==> src/rtl/csel_adder_pkg.sv <==
// Shared definitions for the pipelined carry-select adder: operation encoding,
// segment-count helper and default segment width.
package csel_adder_pkg;

  typedef enum logic {
    OP_ADD = 1'b0,
    OP_SUB = 1'b1
  } op_e;

  localparam int unsigned DEFAULT_SEG = 8;

  function automatic int unsigned nseg(input int unsigned width, input int unsigned seg);
    return (seg == 0) ? 0 : width / seg;
  endfunction

endpackage

==> src/rtl/csel_segment.sv <==
// One carry-select segment: sums a+b for both possible carry-ins so a later
// stage only has to pick the right pair once the real carry is known.
module csel_segment
  import csel_adder_pkg::*;
#(
  parameter int unsigned SEG = DEFAULT_SEG
) (
  input  logic [SEG-1:0] a,
  input  logic [SEG-1:0] b,
  output logic [SEG-1:0] sum0,
  output logic [SEG-1:0] sum1,
  output logic           cout0,
  output logic           cout1
);

  always_comb begin
    {cout0, sum0} = {1'b0, a} + {1'b0, b};
    {cout1, sum1} = {1'b0, a} + {1'b0, b} + {{SEG{1'b0}}, 1'b1};
  end

endmodule

==> src/rtl/pipelined_csel_adder.sv <==
// Pipelined carry-select adder/subtractor; each stage resolves one segment's
// carry so the critical path is a single SEG-bit adder. Global-stall flow control.
module pipelined_csel_adder
  import csel_adder_pkg::*;
#(
  parameter int unsigned WIDTH = 32,
  parameter int unsigned SEG   = DEFAULT_SEG
) (
  input  logic             clk,
  input  logic             reset_n,
  input  logic             in_valid,
  output logic             in_ready,
  input  logic [WIDTH-1:0] A,
  input  logic [WIDTH-1:0] B,
  input  logic             Cin,
  input  logic             op_sub,
  output logic             out_valid,
  input  logic             out_ready,
  output logic [WIDTH-1:0] output_sum,
  output logic             output_Cout,
  output logic             output_ovf
);

  localparam int unsigned NSEG = nseg(WIDTH, SEG);

  if (SEG < 1 || NSEG < 2 || NSEG * SEG != WIDTH) begin : g_param_check
    $error("pipelined_csel_adder: WIDTH must be a multiple of SEG with at least two segments");
  end

  op_e                op;
  logic [WIDTH-1:0]   bx;
  logic               cin_eff;
  logic [SEG-1:0]     seg0_sum;
  logic               seg0_cout;
  logic [WIDTH-1:SEG] pre_s0, pre_s1;
  logic [NSEG-1:1]    pre_c0, pre_c1;

  always_comb begin
    op      = op_e'(op_sub);
    bx      = (op == OP_SUB) ? ~B : B;
    cin_eff = (op == OP_SUB) ? 1'b1 : Cin;
    {seg0_cout, seg0_sum} = {1'b0, A[SEG-1:0]} + {1'b0, bx[SEG-1:0]} + {{SEG{1'b0}}, cin_eff};
  end

  for (genvar k = 1; k < NSEG; k++) begin : g_seg
    csel_segment #(.SEG(SEG)) u_seg (
      .a    (A[k*SEG +: SEG]),
      .b    (bx[k*SEG +: SEG]),
      .sum0 (pre_s0[k*SEG +: SEG]),
      .sum1 (pre_s1[k*SEG +: SEG]),
      .cout0(pre_c0[k]),
      .cout1(pre_c1[k])
    );
  end

  // Per-stage state: s0 holds resolved segments below the stage index and
  // carry-0 sums above it; s1/c0/c1 keep the unresolved alternatives.
  logic [NSEG-1:0]  valid_q, valid_d, carry_q, carry_d;
  logic [NSEG-2:0]  amsb_q, amsb_d, bmsb_q, bmsb_d;
  logic [WIDTH-1:0] s0_q [NSEG];
  logic [WIDTH-1:0] s0_d [NSEG];
  logic [WIDTH-1:0] s1_q [NSEG];
  logic [WIDTH-1:0] s1_d [NSEG];
  logic [NSEG-1:1]  c0_q [NSEG];
  logic [NSEG-1:1]  c0_d [NSEG];
  logic [NSEG-1:1]  c1_q [NSEG];
  logic [NSEG-1:1]  c1_d [NSEG];
  logic             ovf_q, ovf_d;
  logic             adv;

  always_comb begin
    adv     = out_ready || !valid_q[NSEG-1];
    valid_d = valid_q;
    carry_d = carry_q;
    amsb_d  = amsb_q;
    bmsb_d  = bmsb_q;
    s0_d    = s0_q;
    s1_d    = s1_q;
    c0_d    = c0_q;
    c1_d    = c1_q;
    ovf_d   = ovf_q;
    if (adv) begin
      valid_d[0] = in_valid;
      carry_d[0] = seg0_cout;
      amsb_d[0]  = A[WIDTH-1];
      bmsb_d[0]  = bx[WIDTH-1];
      s0_d[0]    = {pre_s0, seg0_sum};
      s1_d[0]    = {pre_s1, seg0_sum};
      c0_d[0]    = pre_c0;
      c1_d[0]    = pre_c1;
      for (int unsigned s = 1; s < NSEG; s++) begin
        valid_d[s] = valid_q[s-1];
        s0_d[s]    = s0_q[s-1];
        s1_d[s]    = s1_q[s-1];
        c0_d[s]    = c0_q[s-1];
        c1_d[s]    = c1_q[s-1];
        if (carry_q[s-1]) s0_d[s][s*SEG +: SEG] = s1_q[s-1][s*SEG +: SEG];
        carry_d[s] = carry_q[s-1] ? c1_q[s-1][s] : c0_q[s-1][s];
        if (s < NSEG - 1) begin
          amsb_d[s] = amsb_q[s-1];
          bmsb_d[s] = bmsb_q[s-1];
        end
      end
      // Overflow is registered alongside the final sum so every output is a flop.
      ovf_d = (amsb_q[NSEG-2] == bmsb_q[NSEG-2]) &&
              (s0_d[NSEG-1][WIDTH-1] != amsb_q[NSEG-2]);
    end
  end

  always_ff @(posedge clk or negedge reset_n) begin
    if (!reset_n) begin
      valid_q <= '0;
      carry_q <= '0;
      amsb_q  <= '0;
      bmsb_q  <= '0;
      ovf_q   <= 1'b0;
      for (int unsigned s = 0; s < NSEG; s++) begin
        s0_q[s] <= '0;
        s1_q[s] <= '0;
        c0_q[s] <= '0;
        c1_q[s] <= '0;
      end
    end else begin
      valid_q <= valid_d;
      carry_q <= carry_d;
      amsb_q  <= amsb_d;
      bmsb_q  <= bmsb_d;
      ovf_q   <= ovf_d;
      s0_q    <= s0_d;
      s1_q    <= s1_d;
      c0_q    <= c0_d;
      c1_q    <= c1_d;
    end
  end

  always_comb begin
    in_ready    = adv;
    out_valid   = valid_q[NSEG-1];
    output_sum  = s0_q[NSEG-1];
    output_Cout = carry_q[NSEG-1];
    output_ovf  = ovf_q;
  end

endmodule
==> config.mk <==
export PLATFORM = sky130hd
export DESIGN_NAME = pipelined_csel_adder
export DESIGN_NICKNAME = d
export VERILOG_FILES = /design/src/rtl/csel_adder_pkg.sv /design/src/rtl/csel_segment.sv /design/src/rtl/pipelined_csel_adder.sv
export SDC_FILE = /design/constraint.sdc
export NUM_CORES = 1
export LEC_CHECK = 0
export CORE_UTILIZATION = 42
export DETAILED_ROUTE_END_ITERATION = 10
export REMOVE_ABC_BUFFERS = 1
export SLEW_MARGIN = 20
export SYNTH_ARGS = -nofsm -noshare
export SYNTH_HDL_FRONTEND = slang
export SYNTH_SLANG_ARGS = --single-unit
export TNS_END_PERCENT = 100
==> constraint.sdc <==
create_clock -name clk -period 3.66 [get_ports clk]
set_input_delay 0.732 -clock clk [delete_from_list [all_inputs] [get_ports clk]]
set_output_delay 0.732 -clock clk [all_outputs]
set_load 0.05 [all_outputs]
* Word level (Yosys, flattened, before mapping)
Cells that the tools add are included.
** Word-level totals
- Bits of input ports :: 70
- Register bits after elaboration :: 257
** Cells by class
- Equality and inequality tests :: 2
- Bitwise gates (word level) :: 1
- $add $sub $neg :: 8
- Mux-type cells :: 9
- Reduce and logical (&&, ||, !) cells :: 3
** Operators by type and width (number)
- $add 8x8->9 :: 4
- $mux 32 :: 1
- $mux 8 :: 4
- $not 32->32 :: 1
- $add 9x1->9 const B :: 3
- $add 9x1->9 :: 1
- $mux 1 :: 4
- $eq 1x1->1 :: 1
- $logic_and 1x1->1 :: 1
- $logic_not 1->1 :: 1
- $logic_or 1x1->1 :: 1
- $ne 1x1->1 :: 1

* Logic depth before layout (Yosys ltp)
Gate-level depths: netlist of the first run.
- Depth after elaboration :: 5
- Mapped depth :: 13
- Mapped depth without buffers :: 10

* Hierarchy
From an unflattened synthesis of the first run, not the netlist that was laid out.
** Unflattened totals
- Cells, all modules :: 1135
- Area total of the unflattened synthesis :: 10030.9 µm²
** Modules (own cells, without submodules)
- pipelined_csel_adder :: cells each 967, seq. area each 5079.9 µm², area each 8705.8 µm², times used 1
- csel_segment :: cells each 56, seq. area each 0.0 µm², area each 441.7 µm², times used 3

* Least setup slack after synthesis of the first run
OpenSTA, ideal clock, no wires.
- Kind :: input port to flip-flop
- Start :: input port op_sub
- End :: register s1_q[119] (netlist name)
- Path buffers :: 3
- Cell stages on the path :: 13
- Setup time :: 69 ps
- Slack :: -9 ps
- Data required time :: 3591 ps
- Arrival time :: 3600 ps
- Cell sequence :: clkbuf_1 > buf_1 > xor2_1 > ha_1 > inv_1 > fa_1 > nand3b_1 > a21boi_1 > nor4_1 > or3_1 > clkbuf_1 > or4_1 > nand3_1
** Between the ends
- Cells in the longest elaborated chain, start to end :: 3
** RTL lines
- from (decl) :: RTL line pipelined_csel_adder.sv:16 : input logic op_sub,
- $mux 32 :: RTL line pipelined_csel_adder.sv:40 : bx = (op == OP_SUB) ? ~B : B;
- $add 8x8->9 :: RTL line csel_segment.sv:18 : {cout1, sum1} = {1'b0, a} + {1'b0, b} + {{SEG{1'b0}}, 1'b1};
- $add 9x1->9 :: RTL line csel_segment.sv:18
- to (signal, indexed assignment) :: RTL line pipelined_csel_adder.sv:119 : s1_q[s] <= '0;
- to (signal assigned) :: RTL line pipelined_csel_adder.sv:130 : s1_q <= s1_d;
- to (decl) :: RTL line pipelined_csel_adder.sv:62 : logic [WIDTH-1:0] s1_q [NSEG];
Every way passes these cells.
A chain may end at the register's enable or synchronous reset.

* Worst setup path in the final report of the first run
Ends and elaborated chain as after synthesis.

==> results of run 1 <==
## critical path, stage by stage
cell and delay (ns):
buf_2 0.24, buf_4 0.24, xor2_1 0.15, ha_1 0.17
inv_1 0.05, fa_1 0.39, nand3b_1 0.20, a21boi_1 0.19
nor4_1 0.06, or3_1 0.44, or4_1 0.52, nand3_1 0.09
## how the worst min path moves through the flow
stage / slack [ns] / endpoint / start / cells past startpoint
floorplan: 0.43 / valid_q[2]$_DFFE_PN0P_ / valid_q[2]$_DFFE_PN0P_ / 2
global placement: 0.44 / valid_q[3]$_DFFE_PN0P_ / valid_q[2]$_DFFE_PN0P_ / 1
detailed placement: 0.45 / s0_q[61]$_DFFE_PN0P_ / s0_q[93]$_DFFE_PN0P_ / 2
CTS: 0.22 / s0_q[66]$_DFFE_PN0P_ / reset_n / 1
global route: 0.24 / s0_q[66]$_DFFE_PN0P_ / reset_n / 1
finish: 0.21 / s0_q[66]$_DFFE_PN0P_ / reset_n / 1
## cells by family (layout without fill, tap and decap cells)
logic type / after synthesis / after routing / synth area share
compound gates: 133 / 133 / 0.0803
xor+xnor: 65 / 65 / 0.0574
fa+ha+maj: 44 / 44 / 0.0585
buf+inv: 97 / 170 / 0.0483
flops: 203 / 203 / 0.505
mux: 32 / 32 / 0.0321
simple gates: 537 / 537 / 0.218
## power by group
group | leakage (nW) | switching, mW | internal, mW | total (mW)
clock network | 0.379 | 0.876 | 1.44 | 2.32
logic | 2.92 | 2.08 | 1.31 | 3.39
registers | 2.45 | 0.614 | 3.33 | 3.94
## sequential cells by signal, indices dropped and copies added (netlist names)
signal / flops
c0_q: 6
c1_q: 6
s1_q: 48
carry_q: 4
bmsb_q: 3
s0_q: 96
valid_q: 4
output_ovf: 1
output_sum: 32
amsb_q: 3
## routing by layer
layer	GRT usage	up-vias	routed length (µm)
met5	0	-	0
met4	0.0551	0	382
met3	0.0230	27	608
met2	0.274	110	8690
met1	0.217	3309	9050
li1	-	3699	-
## area by class of cell
class | instances | area, µm²
clock inverters | 9 | 123
clock buffers | 31 | 646
fillers | 2269 | 11500
multi-input cells | 811 | 4490
well taps | 319 | 399
flip-flops and latches | 203 | 5080
inverters | 11 | 43.8
repair buffers | 119 | 1230
## metrics by stage
step	area, µm²	power, mW	std cells	utilization	TNS, ns
4_1_cts	12000	9.79	1503	0.512	0
6_report	12000	9.65	1503	0.512	0
2_1_floorplan	9610	6.44	1025	-	-2199.66
5_1_grt	12000	10.4	1503	0.512	0
3_5_place_dp	11200	7.43	1463	0.479	0
3_3_place_gp	11200	7.34	1463	0.479	0
## layout by cell type, fill, tap and decap left out, types with 23 or more instances in the layout
| cell | synthesis | final |
|---|---|---|
| nand2_1 | 440 | 440 |
| dfrtp_1 | 203 | 203 |
| clkdlybuf4s50_1 | 0 | 102 |
| o21ai_0 | 53 | 53 |
| xor2_1 | 42 | 42 |
| ha_1 | 39 | 39 |
| nor2_1 | 37 | 37 |
| a21oi_1 | 32 | 32 |
| mux2i_1 | 30 | 30 |
| clkbuf_16 | 0 | 23 |
==> impl_results.md, run 1 <==
- Crit path to: s1_q[119]$_DFFE_PN0P_
- FP Rows: 56
- CP startpoint kind: input port
- Die X: 157 µm
- Worst setup EP type: flop
- Pwr dens: between 800 and 900 mW/mm²
- R2R depth: 7
- IO buf count: 105
- Nets@finish: ~1300
- Post-cts gate resize count: 0
- Share of cells above drive strength 1: 0.0583
- RSZ-0062 raised after global routing: no
- Post-synth top area share: 0.505
- Core area: 0.0235 mm²
- Largest net degree at the start of global routing: about 160
- Slew Limit Fails: 0
- Mapped Area: around 0.010 mm²
- #FFs+latches synth: ~200
- CP required: between 4 and 5 ns
- Worst Setup SP: op_sub
- Max-cap violations: 0
- Die Ht: approximately 160 µm
- Final Cycle Share: 0.836
- Seq/Total Area, Yosys: 0.505
- Post-synth EDFFs: 0
- Worst slew pin tran: approximately 0.66 ns
- Initial antenna violation count: 0
- Fmax: between 300 and 400 MHz
- Post-CTS Hold Fix Bufs: 0
- Root Buffer: clkbuf_16
- Wire length of the first global-routing pass: roughly 33 mm
- TritonCTS Sinks: between 200 and 250
- Die ar.: approximately 0.025 mm²
- Area growth syn-to-layout: 19.5%
- I/O pin count: between 100 and 150
- CTS tree: done
- DP HPWL: around 12 mm
- R2r setup slk: approximately 1.9 ns
- Critical path class: in -> reg
- Router iterations before antenna repair: 4
- Post-synth top flop: dfrtp_1
- Setup bufs post-CTS: 0
- DR WL/cell: between 10 and 15 µm
- ANT nets after route: 0
- Count leader, synth: nand2_1
- Final min period: approximately 3.1 ns
- Final Hold Fails: 0
- Clock skew: ~0.012 ns
- Vias in the first global route: 7043
- Final hold slack: 0.213 ns
- Synth top cells by count: nand2_1 (440), dfrtp_1 (203), o21ai_0 (53)
- Worst endpoint data arrival time: roughly 3.5 ns
- Max rail drop VDD: approximately 330 µV
- Worst skew pair latency: approximately 0.50 ns
- 1st-iter DRT viols: between 300 and 400
- Worst R2R End: s0_q[103]$_DFFE_PN0P_
- Pre-CTS WS: between 0.06 and 0.07 ns
- Drt drc: 0
- Syn Area/Cell: about 9 µm²
- Antenna diode count: 0
- Synth area leaders: dfrtp_1 (51%), nand2_1 (16%), ha_1 (4.9%), xor2_1 (3.7%), mux2i_1 (3.0%)
- Synth warnings: 0
- Num CTS Buffers: 22
- Via count: about 7000
- Synth area leader: dfrtp_1
- Reg-to-Reg Start: valid_q[3]$_DFFE_PN0P_
- Run status: finished clean
- Drt total wl: between 15 and 20 mm
- Largest fanout on the critical path: 8
- Share of flip-flops with an asynchronous set or reset: 1.00
- GRT Overall Usage: 0.164
- Setup violators final: 0
- Hold crit path type: in -> async
- Clock slew at reported path FFs: 0.06 ns
- Via density: 4.75
- Clk buf depth: 3
- Starting density of the core: 0.428
- P_leak: approximately 5.8 nW
- H-tree Lvls: 1
- Relative slew slack: 0.560
- RePlAce Congestion: 0.814
- GRT overflow: 0
- Number of distinct library cells after synthesis: 58
- Setup slack after layout: 0.600 ns
- Synthesized netlist cell count: ~1100
Note: power is estimated with default switching activity, not from simulation.
==> run 2: changes to the inputs <==
Clock period 3.66 ns to 2.7 ns, I/O delays scaled along.
==> impl_results.md, run 2 (same netlist as run 1, synthesis figures left out) <==
- Largest net degree at the start of global routing: 83
- IO buf count: 105
- Pwr dens: slightly above 1000 mW/mm²
- Share of cells above drive strength 1: 0.149
- Via density: 4.70
- CP startpoint kind: input port
- GRT overflow: 0
- ANT nets after route: 0
- Setup violators final: 0
- Hold crit path type: in -> async
- Worst skew pair latency: around 0.5 ns
- Wire length of the first global-routing pass: ~35 mm
- Max reg flops: between 90 and 100
- Clock skew: 0.0107 ns
- Area growth syn-to-layout: 28.2%
- Run status: finished clean
- Die Ht: 157 µm
- DR WL/cell: about 13 µm
- Post-route insts no fill: 1602
- GRT Overall Usage: 0.172
- I/O pin count: 106
- Setup slack after layout: 0.0508 ns
- Router iterations before antenna repair: 4
- Worst slew pin tran: 0.598 ns
- RePlAce Congestion: approximately 0.83
- Final Cycle Share: 0.981
- FP Rows: 56
- Relative slew slack: 0.602
- Nets@finish: between 1000 and 1500
- Vias in the first global route: between 7000 and 8000
- Num CTS Buffers: 22
- Max rail drop VDD: 566 µV
- Final core utilization: 0.549
- Pre-CTS WS: -0.605 ns
- Fmax: ~380 MHz
- TritonCTS Sinks: roughly 200
- Core area: 0.0235 mm²
- Post-CTS Hold Fix Bufs: 0
- Worst endpoint data arrival time: 3.07 ns
- Drt drc: 0
- Critical path class: in -> reg
- Final Hold Fails: 0
- Largest fanout on the critical path: 3
- DP HPWL: ~14 mm
- Die ar.: 0.0246 mm²
- Antenna diode count: 0
- Largest register by flop count: s0_q
- Most frequent cells in the layout: nand2_1 (440), dfrtp_1 (203), buf_4 (105), clkdlybuf4s50_1 (98), o21ai_0 (51)
- CTS tree: done
- H-tree Lvls: 1
- Initial antenna violation count: 0
- Final hold slack: around 0.057 ns
- Root Buffer: clkbuf_16
- Final min period: ~2.6 ns
- Starting density of the core: 0.428
- R2R depth: 4
- Clk buf depth: 3
- Via count: about 7500
- Drt total wl: between 20 and 25 mm
- Placed Cells: around 1600
- RSZ-0062 raised after global routing: yes
- Max-cap violations: 0
- Commonest non-fill, non-tap cell in the layout: nand2_1
- Worst setup EP type: flop
- P_leak: 6.27 nW
- Die X: 157 µm
- CP required: 3.12 ns
- Clock slew at reported path FFs: approximately 0.06 ns
- 1st-iter DRT viols: 320
- Overall Power: about 13 mW
- Slew Limit Fails: 0
==> run 2: power breakdown <==
part / internal, mW / total [mW] / switching, mW
sequential: 4.51 / 5.31 / 0.793
combinational: 2.09 / 5.06 / 2.97
clock: 1.72 / 2.88 / 1.17
total: 8.32 / 13.3 / 4.93
==> run 2: cell type report <==
cell class              instances  area, µm²
clock buffers                  34        677
clock inverters                 5       27.5
fillers                      2191      10600
inverters                      11       43.8
multi-input cells             811       4630
flip-flops and latches        203       5080
well taps                     319        399
repair buffers                219       2030
==> run 2: final timing paths <==
| path | startpoint | to | slack [ns] |
|---|---|---|---|
| max | B[8] | c1_q[9]$_DFFE_PN0P_ | 0.05 |
| min | reset_n | s0_q[98]$_DFFE_PN0P_ | 0.06 |
| max reg2reg | valid_q[3]$_DFFE_PN0P_ | s0_q[101]$_DFFE_PN0P_ | 1.11 |
| min reg2reg | s1_q[95]$_DFFE_PN0P_ | s1_q[63]$_DFFE_PN0P_ | 0.46 |
| max in group asynchronous | reset_n | output_sum[26]$_DFFE_PN0P_ | 1.93 |
| min in group clk | s1_q[95]$_DFFE_PN0P_ | s1_q[63]$_DFFE_PN0P_ | 0.46 |
==> run 2: what timing repair did <==
action,4_1_cts,5_1_grt
setup endpoints to repair,5,10
resized for setup,11,30
pin swaps,6,10
buffers inserted,2,6
==> run 2: critical path, stage by stage <==
cell and delay, ns:
clkdlybuf4s50_1 0.41, xor2_1 0.14, ha_1 0.21, fa_2 0.36, nand3_2 0.10, and2_4 0.16, xor2_2 0.06, or4_4 0.54
or3_1 0.34, a211oi_2 0.21
==> run 2: per-stage QoR <==
stage	instance area, µm²	TNS (ns)
global placement	11900	-7.68
floorplan	9610	-2374.39
CTS	12700	0
finish	12900	0
detailed placement	11900	-8.49
global route	12900	-0.0981
==> run 2: per-layer routing <==
metal	vias up	part of all wire	GRT usage
met5	-	0	0
met4	0	0.013	0.0406
met3	21	0.029	0.0219
met2	95	0.47	0.281
met1	3508	0.49	0.241
li1	3906	-	-
